--- src/rtl/morse_decoder_core.sv ---
// Morse key decoder: synchronises and debounces a raw key, classifies presses
// as dot/dash, gathers up to MAX_SYM symbols per letter and emits ASCII on
// letter gaps (A-Z, optionally 0-9) plus a single space on word gaps.
// Latency: key edge -> FSM action is 2 sync + DEBOUNCE_CYC + 1 cycles; symbol
// strobes one cycle after the debounced fall; char strobes one cycle after the
// gap count is reached. No backpressure: all strobes are fire-and-forget.
// Ports: clk, rst_n (async active-low, release synchronised internally),
// key_in (raw, async), dot_pulse/dash_pulse/char_valid (1-cycle strobes),
// char_ascii/char_err (held between strobes), sym_count, busy.
// Optional feature: define MORSE_DIGITS_EN to decode the 5-symbol digits 0-9.
module morse_decoder_core #(
  parameter int DEBOUNCE_CYC   = 100000,
  parameter int DOT_MAX_CYC    = 25000000,
  parameter int LETTER_GAP_CYC = 50000000,
  parameter int WORD_GAP_CYC   = 150000000,
  parameter int MAX_SYM        = 5
) (
  input  logic                         clk,
  input  logic                         rst_n,
  input  logic                         key_in,
  output logic                         dot_pulse,
  output logic                         dash_pulse,
  output logic                         char_valid,
  output logic [7:0]                   char_ascii,
  output logic                         char_err,
  output logic [$clog2(MAX_SYM+1)-1:0] sym_count,
  output logic                         busy
);

  localparam int CW = $clog2(WORD_GAP_CYC + 1);
  localparam int DW = $clog2(DEBOUNCE_CYC + 1);
  localparam int SW = $clog2(MAX_SYM + 1);

  localparam logic [CW-1:0] DOT_LIM    = CW'(DOT_MAX_CYC);
  localparam logic [CW-1:0] DOT_SAT    = CW'(DOT_MAX_CYC + 1);
  localparam logic [CW-1:0] LETTER_LIM = CW'(LETTER_GAP_CYC);
  localparam logic [CW-1:0] WORD_LIM   = CW'(WORD_GAP_CYC);
  localparam logic [DW-1:0] DB_LIM     = DW'(DEBOUNCE_CYC - 1);
  localparam logic [SW-1:0] SYM_FULL   = SW'(MAX_SYM);

  // Elaboration-time parameter sanity.
  generate
    if (MAX_SYM < 4 || MAX_SYM > 6) begin : g_chk_sym
      $error("morse_decoder_core: MAX_SYM must be in 4..6");
    end
    if (WORD_GAP_CYC <= LETTER_GAP_CYC) begin : g_chk_gap
      $error("morse_decoder_core: WORD_GAP_CYC must exceed LETTER_GAP_CYC");
    end
    if (DOT_MAX_CYC >= WORD_GAP_CYC) begin : g_chk_dot
      $error("morse_decoder_core: DOT_MAX_CYC must be below WORD_GAP_CYC");
    end
`ifdef MORSE_DIGITS_EN
    if (MAX_SYM < 5) begin : g_chk_dig
      $error("morse_decoder_core: digit decoding needs MAX_SYM >= 5");
    end
`endif
  endgenerate

  // ---------------------------------------------------------------------
  // Reset: asserted asynchronously, released through two flops so the first
  // FSM action lands no earlier than the second cycle after release.
  // ---------------------------------------------------------------------
  logic [1:0] rst_pipe;
  logic       rst_core_n;

  always_ff @(posedge clk or negedge rst_n) begin
    if (!rst_n) begin
      rst_pipe <= 2'b00;
    end else begin
      rst_pipe <= {rst_pipe[0], 1'b1};
    end
  end

  assign rst_core_n = rst_pipe[1];

  // ---------------------------------------------------------------------
  // Key synchroniser and debouncer. The debounced level flips only after
  // DEBOUNCE_CYC consecutive samples disagree with it; the flip also raises
  // a one-cycle rise/fall event for the FSM.
  // ---------------------------------------------------------------------
  logic [1:0]    key_sync;
  logic          key_s;
  logic          key_db;
  logic [DW-1:0] db_cnt;
  logic          db_rise;
  logic          db_fall;

  assign key_s = key_sync[1];

  always_ff @(posedge clk or negedge rst_core_n) begin
    if (!rst_core_n) begin
      key_sync <= 2'b00;
      key_db   <= 1'b0;
      db_cnt   <= '0;
      db_rise  <= 1'b0;
      db_fall  <= 1'b0;
    end else begin
      key_sync <= {key_sync[0], key_in};
      db_rise  <= 1'b0;
      db_fall  <= 1'b0;
      if (key_s == key_db) begin
        db_cnt <= '0;
      end else if (db_cnt == DB_LIM) begin
        key_db  <= key_s;
        db_cnt  <= '0;
        db_rise <= key_s;
        db_fall <= ~key_s;
      end else begin
        db_cnt <= db_cnt + 1'b1;
      end
    end
  end

  // ---------------------------------------------------------------------
  // Pattern decode. Symbol i of the letter sits at bit i (dot=0, dash=1);
  // bits at or above the symbol count are always zero because the symbol
  // register is cleared at every letter boundary. Returns {err, ascii}.
  // ---------------------------------------------------------------------
  function automatic logic [8:0] decode(input logic [SW-1:0]      len,
                                        input logic [MAX_SYM-1:0] bits,
                                        input logic               ovf);
    logic [5:0] p;
    logic [7:0] a;
    p = '0;
    p[MAX_SYM-1:0] = bits;
    a = 8'h3F;
    case (int'(len))
      1: case (p)
        6'd0: a = 8'h45;  // E .
        6'd1: a = 8'h54;  // T -
        default: a = 8'h3F;
      endcase
      2: case (p)
        6'd0: a = 8'h49;  // I ..
        6'd2: a = 8'h41;  // A .-
        6'd1: a = 8'h4E;  // N -.
        6'd3: a = 8'h4D;  // M --
        default: a = 8'h3F;
      endcase
      3: case (p)
        6'd0: a = 8'h53;  // S ...
        6'd4: a = 8'h55;  // U ..-
        6'd2: a = 8'h52;  // R .-.
        6'd6: a = 8'h57;  // W .--
        6'd1: a = 8'h44;  // D -..
        6'd5: a = 8'h4B;  // K -.-
        6'd3: a = 8'h47;  // G --.
        6'd7: a = 8'h4F;  // O ---
        default: a = 8'h3F;
      endcase
      4: case (p)
        6'd0:  a = 8'h48;  // H ....
        6'd8:  a = 8'h56;  // V ...-
        6'd4:  a = 8'h46;  // F ..-.
        6'd2:  a = 8'h4C;  // L .-..
        6'd6:  a = 8'h50;  // P .--.
        6'd14: a = 8'h4A;  // J .---
        6'd1:  a = 8'h42;  // B -...
        6'd9:  a = 8'h58;  // X -..-
        6'd5:  a = 8'h43;  // C -.-.
        6'd13: a = 8'h59;  // Y -.--
        6'd3:  a = 8'h5A;  // Z --..
        6'd11: a = 8'h51;  // Q --.-
        default: a = 8'h3F;
      endcase
`ifdef MORSE_DIGITS_EN
      5: case (p)
        6'd31: a = 8'h30;  // 0 -----
        6'd30: a = 8'h31;  // 1 .----
        6'd28: a = 8'h32;  // 2 ..---
        6'd24: a = 8'h33;  // 3 ...--
        6'd16: a = 8'h34;  // 4 ....-
        6'd0:  a = 8'h35;  // 5 .....
        6'd1:  a = 8'h36;  // 6 -....
        6'd3:  a = 8'h37;  // 7 --...
        6'd7:  a = 8'h38;  // 8 ---..
        6'd15: a = 8'h39;  // 9 ----.
        default: a = 8'h3F;
      endcase
`endif
      default: a = 8'h3F;
    endcase
    if (ovf) begin
      a = 8'h3F;
    end
    return {(a == 8'h3F), a};
  endfunction

  // ---------------------------------------------------------------------
  // Main FSM with registered outputs.
  // ---------------------------------------------------------------------
  typedef enum logic [1:0] {IDLE, PRESS, GAP, WORDWAIT} state_t;

  state_t             state;
  logic [CW-1:0]      press_cnt;
  logic [CW-1:0]      gap_cnt;
  logic [CW-1:0]      gap_inc;
  logic [MAX_SYM-1:0] sym_bits;
  logic               overflow;

  // The gap counter leaves WORDWAIT at WORD_LIM, so this never wraps.
  assign gap_inc = gap_cnt + 1'b1;

  always_ff @(posedge clk or negedge rst_core_n) begin
    if (!rst_core_n) begin
      state      <= IDLE;
      press_cnt  <= '0;
      gap_cnt    <= '0;
      sym_bits   <= '0;
      overflow   <= 1'b0;
      sym_count  <= '0;
      dot_pulse  <= 1'b0;
      dash_pulse <= 1'b0;
      char_valid <= 1'b0;
      char_ascii <= 8'h00;
      char_err   <= 1'b0;
      busy       <= 1'b0;
    end else begin
      dot_pulse  <= 1'b0;
      dash_pulse <= 1'b0;
      char_valid <= 1'b0;
      case (state)
        IDLE: begin
          if (db_rise) begin
            state     <= PRESS;
            press_cnt <= '0;
            busy      <= 1'b1;
          end
        end

        PRESS: begin
          if (press_cnt != DOT_SAT) begin
            press_cnt <= press_cnt + 1'b1;
          end
          if (db_fall) begin
            state      <= GAP;
            gap_cnt    <= '0;
            dot_pulse  <= (press_cnt <= DOT_LIM);
            dash_pulse <= (press_cnt >  DOT_LIM);
            if (sym_count == SYM_FULL) begin
              // Letter already full: drop the symbol, remember the overflow.
              overflow <= 1'b1;
            end else begin
              for (int i = 0; i < MAX_SYM; i++) begin
                if (SW'(i) == sym_count) begin
                  sym_bits[i] <= (press_cnt > DOT_LIM);
                end
              end
              sym_count <= sym_count + 1'b1;
            end
          end
        end

        GAP: begin
          gap_cnt <= gap_inc;
          if (gap_inc == LETTER_LIM) begin
            {char_err, char_ascii} <= decode(sym_count, sym_bits, overflow);
            char_valid <= 1'b1;
            sym_bits   <= '0;
            sym_count  <= '0;
            overflow   <= 1'b0;
            // A coincident rise starts the next letter after this one is out.
            if (db_rise) begin
              state     <= PRESS;
              press_cnt <= '0;
            end else begin
              state <= WORDWAIT;
            end
          end else if (db_rise) begin
            state     <= PRESS;
            press_cnt <= '0;
          end
        end

        WORDWAIT: begin
          gap_cnt <= gap_inc;
          if (gap_inc == WORD_LIM) begin
            char_valid <= 1'b1;
            char_ascii <= 8'h20;
            char_err   <= 1'b0;
            if (db_rise) begin
              state     <= PRESS;
              press_cnt <= '0;
            end else begin
              state <= IDLE;
              busy  <= 1'b0;
            end
          end else if (db_rise) begin
            state     <= PRESS;
            press_cnt <= '0;
          end
        end

        default: begin
          state <= IDLE;
          busy  <= 1'b0;
        end
      endcase
    end
  end

endmodule

--- config.mk ---
export PLATFORM = sky130hd
export DESIGN_NAME = morse_decoder_core
export DESIGN_NICKNAME = d
export VERILOG_FILES = /design/src/rtl/morse_decoder_core.sv
export SDC_FILE = /design/constraint.sdc
export NUM_CORES = 1
export LEC_CHECK = 0
export BUFFER_PORTS_ARGS = -buffer_cell sky130_fd_sc_hd__buf_2
export CAP_MARGIN = 20
export CORE_MARGIN = 5
export CORE_UTILIZATION = 40
export CTS_BUF_LIST = sky130_fd_sc_hd__clkbuf_8
export DETAILED_ROUTE_END_ITERATION = 8
export SETUP_SLACK_MARGIN = 0.3
export SYNTH_ARGS = -nofsm -noshare
export SYNTH_HDL_FRONTEND = slang
export SYNTH_SLANG_ARGS = --single-unit
--- constraint.sdc ---
create_clock -name clk -period 3 [get_ports clk]
set_clock_uncertainty 0.15 [all_clocks]
set_input_delay 0 -clock clk [delete_from_list [all_inputs] [get_ports clk]]
set_output_delay 0 -clock clk [all_outputs]
set_load 0.01 [all_outputs]
== After elaboration in Yosys (flattened, before gate mapping) ==
Memory sizes are Yosys's and may differ from the RTL's.
Cells that the tools add are included.
Widths: inputs -> output; s select.
Storage, ports and cells
  register bits: 104
  memory bits (read-only): 152
  input port bits: 3
  output and inout bits: 16
  logic and storage cells: 149
  memories kept: 2
Cells by class
  add/subtract/negate cells: 4
  magnitude comparators: 2
  eq/ne operators: 35
  mux-type cells: 60
  bitwise logic cells: 2
  reductions and logical operators: 22
Memories
  (no name shown): words 16, bits a word 7, rd ports 1, clocked after memory_dff 0, wr ports 0, RTL line 151  | 4: case (p)
  (no name shown): words 8, bits a word 5, rd ports 1, clocked after memory_dff 0, wr ports 0, RTL line 140  | 3: case (p)
Operators by type and width (number)
  $pmux 28 s2: 2
  $mux 28: 3
  $add 28x1->28 const B: 2
  $mux 8: 7
  $mux 17: 2
  $pmux 8 s4: 1
  $eq 28x26->1 const B: 1
  $eq 28x28->1 const B: 1
  $gt 28x25->1 const B: 1
  $le 28x25->1 const B: 1
  $ne 28x25->1 const B: 1
  $pmux 7 s4: 1
  $ne 2x2->1 const B: 13
  $reduce_and 5->1: 5
  $mux 1: 24
  $add 17x1->17 const B: 1
  $eq 17x17->1 const B: 1
  $pmux 8 s2: 1
  $mux 5: 3
  $pmux 7 s2: 1
  $reduce_and 4->1: 3
  $eq 5x2->1 const B: 2
  $mux 2: 5
  $pmux 5 s2: 1
  other kinds (26): 42

== Depth between registers and ports, before layout ==
  word-level depth: 9
  gate-level depth with buffers: 11

== Least setup slack after synthesis ==
No wires, ideal clock.
  path type: register -> register
  from: register gap_cnt[0]
  to: register busy
  library setup time: 124 ps
  arrival: 2640 ps
  data required time: 2726 ps
  setup slack: 86 ps
  cell stages (with the launch flop): 10
  path buffers: 0
  clock period less this slack: 2914 ps
  cells stage by stage: dfrtp_1 ha_1 nand4_4 nor4_4 and3_4 mux2i_1 or4_4 nor4_4 nand3_1 a211o_1
Between the ends
  longest elaborated chain between the ends: 4
RTL lines
  from (decl): RTL line 196  | logic [CW-1:0] gap_cnt;
  from (signal assigned): RTL line 255  | gap_cnt <= gap_inc;
  from (signal assigned): RTL line 276  | gap_cnt <= gap_inc;
  $add 28x1->28: RTL line 202  | assign gap_inc = gap_cnt + 1'b1;
  $eq 28x28->1: RTL line 277  | if (gap_inc == WORD_LIM) begin
  $ne 2x2->1 (no source line)
  $reduce_and 4->1 (no source line)
  to (signal assigned): RTL line 217  | busy <= 1'b0;
  to (signal assigned): RTL line 286  | busy <= 1'b0;
  to (signal assigned): RTL line 296  | busy <= 1'b0;
  to (decl): RTL line 27  | output logic busy
Every way passes these cells.
A chain may end at the register's enable or synchronous reset.

== Final worst setup path ==
  from: register gap_cnt[1]
  to: register busy
Same word-level chain as after synthesis.

==> reports/metrics.csv <==
stage,metric,value,unit
synth,yosysUniqueCellTypes,76,
critical_path,startpoint,gap_cnt[1]$_DFFE_PN0P_,
grt,grtUsageMet1,22.7,%
synth,syn_area,0.00627,mm2
grt,antenna_found_initial,0,
power,power_frac_seq,62.5,%
synth,synth_edf_count,0,
cells_and_area,num_antenna_cells,0,
critical_path,end_kind,flop,
critical_path,r2r_end,busy$_DFFE_PN0P_,
sta,period_share,96.8,%
grt,grt_start_max_net_pins,55,
critical_path,startpoint_type,flop,
clock_tree,htree_levels,3,
grt,top_usage_layer,met2,
synth,yosysSeqAreaShare,41.1,%
synth,synthArstFlopShare,100,%
synth,synth_xor_area_share,9.34,%
synth,synth_nets,694,
critical_path,reg2reg_setup_slack,0.09,ns
sta,setup_violations,0,
power,p_leak,3.44,nW
clock_tree,insertion_delay,0.39,ns
floorplanning,start_util,40.9,%
worst_hold_path,holdCritPathClass,in -> reg,
synth,ys.flop_type,dfrtp_1,
placement,port_buffers,17,
sta,slew_headroom,54.9,%
clock_tree,cts_tree,done,
cells_and_area,design_area,0.00745,mm2
power,p_int,1.71,mW
clock_tree,cts.reportedPaths.clkPinSlew,0.11,ns
floorplanning,num_io_pins,19,
sta,slew_viol_final,0,
sta,worst_pin_slew,0.670,ns
synth,synth_most_common_cell,dfrtp_1,
grt,use_met2,27.0,%
floorplanning,die_x,135,um
critical_path,worst_ep_arrival_time,3.04,ns
floorplanning,coreArea,0.0153,mm2
routing,drt-total-wl,15.0,mm
power,power,2.26,mW
sta,setup_tns,0,ns
synth,syn_avg_cell_area,9.29,um2
job,drv_cap,0,
sta,rsz0062_at_grt,true,
synth,synth-compound-area-share,12.4,%
synth,synth-simple-area-share,26.6,%
sta,max_freq,344,MHz
synth,synth-seq-cells,103,
sta,hold_violations,0,
routing,vias,5184,
grt,grt_pass1_vias,5090,
placement,placed_cell_area,0.00660,mm2
grt,grt_pass1_wl,25.2,mm
power,combPwrFrac,1.3,%
placement,dp_hpwl,10.1,mm
routing,drt_iter0_markers,450,
cells_and_area,final_net_count,764,
routing,avgViaCountPerCell,5.39,
clock_tree,clockBufferDepth,2,
synth,synthAdderAreaFrac,3.19,%
outcome,status,"complete, no violations",
routing,wl_per_cell,15.6,um
power,pwr-share-clk,36.2,%
routing,ant_nets,0,
power,irDropWorstVdd,316,uV
critical_path,path_class,reg -> reg,
placement,finalWeightedCongestion,0.941,
power,switchingPower,0.546,mW
critical_path,reg2regPathDepth,10,
synth,yosysTopAreaCellShare,41.1,%
synth,ys_top_cells_by_area,"dfrtp_1, xor2_1, nor2_1, nand2_1, xnor2_1",
synth,netlist_instances,675,
floorplanning,dieArea,0.0183,mm2
synth,yosysWarningCount,0,
cells_and_area,area_growth,18.8,%
clock_tree,cts_inserted_buffers,9,
routing,drtPass1Iterations,5,
synth,synth_top_family_by_area,simple AND/OR/NAND/NOR gates,
grt,use_met3,3.83,%
critical_path,cp.required,3.13,ns
power,power_density,303,mW/mm2
cells_and_area,drive_gt1_share,24.8,%
critical_path,cp_max_fo,5,
critical_path,endpoint,busy$_DFFE_PN0P_,
routing,drcViolationCount,0,
power,p_sw_share,24.2,%
critical_path,rr_startpoint,gap_cnt[1]$_DFFE_PN0P_,
clock_tree,clock-sinks,103,
floorplanning,fp-row-count,45,
grt,grt_overflow,0,
sta,finalCriticalPeriod,2.91,ns
clock_tree,cts_root_buf,clkbuf_8,
floorplanning,die_h,135,um
synth,synth_largest_area_cell,dfrtp_1,
grt,grtUsageTotal,16.7,%
synth,muxShareOfSynthArea,2.22,%
synth,synthTopCellsByCount,"dfrtp_1, nor2_1, nand2_1, xor2_1, o21ai_0",
==> cells by family after synthesis <==
kind of cell / after synthesis
buffers and inverters: 56
muxes: 12
xor gates and xnor gates: 66
AOI/OAI and AO/OA: 120
other: 2
adders and majority gates: 16
DFF: 103
and+or+nand+nor: 300
==> worst max-delay path, cell delays in order (launching register included) <==
cell      delay, ns
dfrtp_2        0.43
buf_6          0.12
nand3_4        0.08
nor4_4         0.39
nand4_1        0.20
xnor2_2        0.19
a2111o_1       0.41
buf_4          0.17
nor3_4         0.22
nand3_2        0.12
a211o_1        0.31
==> layout make-up <==
type                    instances  area [um2]
inverters                      22        82.6
clock buffers                   9         124
multi-input cells             516        3640
well taps                     211         264
flip-flops and latches        103        2600
repair buffers                 93         689
fillers                      1441        7870
clock inverters                 7        53.8
==> state kept, by name (all words and copies together), names as in the netlist, 2 cells and up <==
name        cells
key_sync        2
char_ascii      7
gap_cnt        28
db_cnt         17
press_cnt      28
rst_pipe        2
sym_bits        5
sym_count       3
state           2
==> metrics by stage <==
stage	setup WS (ns)	cells	hold WS [ns]	util, %
after floorplan	0.239	675	-0.446	-
after global placement	0.0981	895	-0.364	43.1
after detailed placement	0.0442	895	-0.363	43.1
after CTS	0.232	942	0.0828	46.8
after global routing	-0.0198	961	0.0909	48.6
final	0.0949	961	0.0996	48.6
==> cells in the final DEF (no fill, tap or decap), drive strengths merged, types with 3 or more instances in the layout <==
master	synthesis	routed
a31oi	5	5
a22o	11	11
a21oi	25	25
ha	16	16
and4	6	6
a21o	6	6
mux2	6	6
inv	22	25
nand2	66	66
nor3b	3	3
buf	12	90
xnor2	25	25
nor2b	9	9
a211o	3	3
clkbuf	20	9
xor2	41	41
or2	5	5
nor4b	3	3
nand4	27	27
and3	18	18
o211ai	3	3
o21a	3	3
nor3	15	15
mux2i	6	6
nor4	13	13
or3	5	5
nor2	74	74
dlygate4sd3	0	3
dfrtp	103	103
nand4b	3	3
o21ai	45	45
and2	7	7
nand2b	5	5
nand3	33	33
==> repair_timing <==
item                                    CTS  global route
endpoints found under the hold margin     3             0
hold buffers                              3             0
endpoints found under the setup margin   21            22
gates cloned                              0             1
resized for setup                        35            27
buffers inserted                         28            18
pin swaps                                16            23
==> metal layers <==
layer	vias up	share of wire, %	wire length (um)
met2	114	48	7120
li1	2512	-	-
met4	0	1.4	211
met3	18	5.0	749
met5	-	0	0
met1	2540	46	6900
==> power by group through the flow <==
stage	registers [mW]	logic (mW)	clock network, mW
5_1_grt	1.42	0.0358	0.913
2_1_floorplan	1.44	0.00957	0
4_1_cts	1.41	0.0316	0.850
3_5_place_dp	1.44	0.0283	0
6_report	1.41	0.0300	0.818
3_3_place_gp	1.44	0.0274	0
==> how the worst min path moves through the flow <==
| stage | startpoint | end | slack (ns) | depth (start not counted) |
|---|---|---|---|---|
| after floorplan | rst_n | rst_pipe[0]$_DFF_PN0_ | -0.45 | 0 |
| after global placement | rst_n | rst_pipe[0]$_DFF_PN0_ | -0.36 | 1 |
| after detailed placement | rst_n | rst_pipe[0]$_DFF_PN0_ | -0.36 | 1 |
| after CTS | key_in | key_sync[0]$_DFF_PN0_ | 0.08 | 2 |
| after global routing | key_in | key_sync[0]$_DFF_PN0_ | 0.09 | 2 |
| final | key_in | key_sync[0]$_DFF_PN0_ | 0.1 | 2 |
Power figures use the tool's default switching activity.
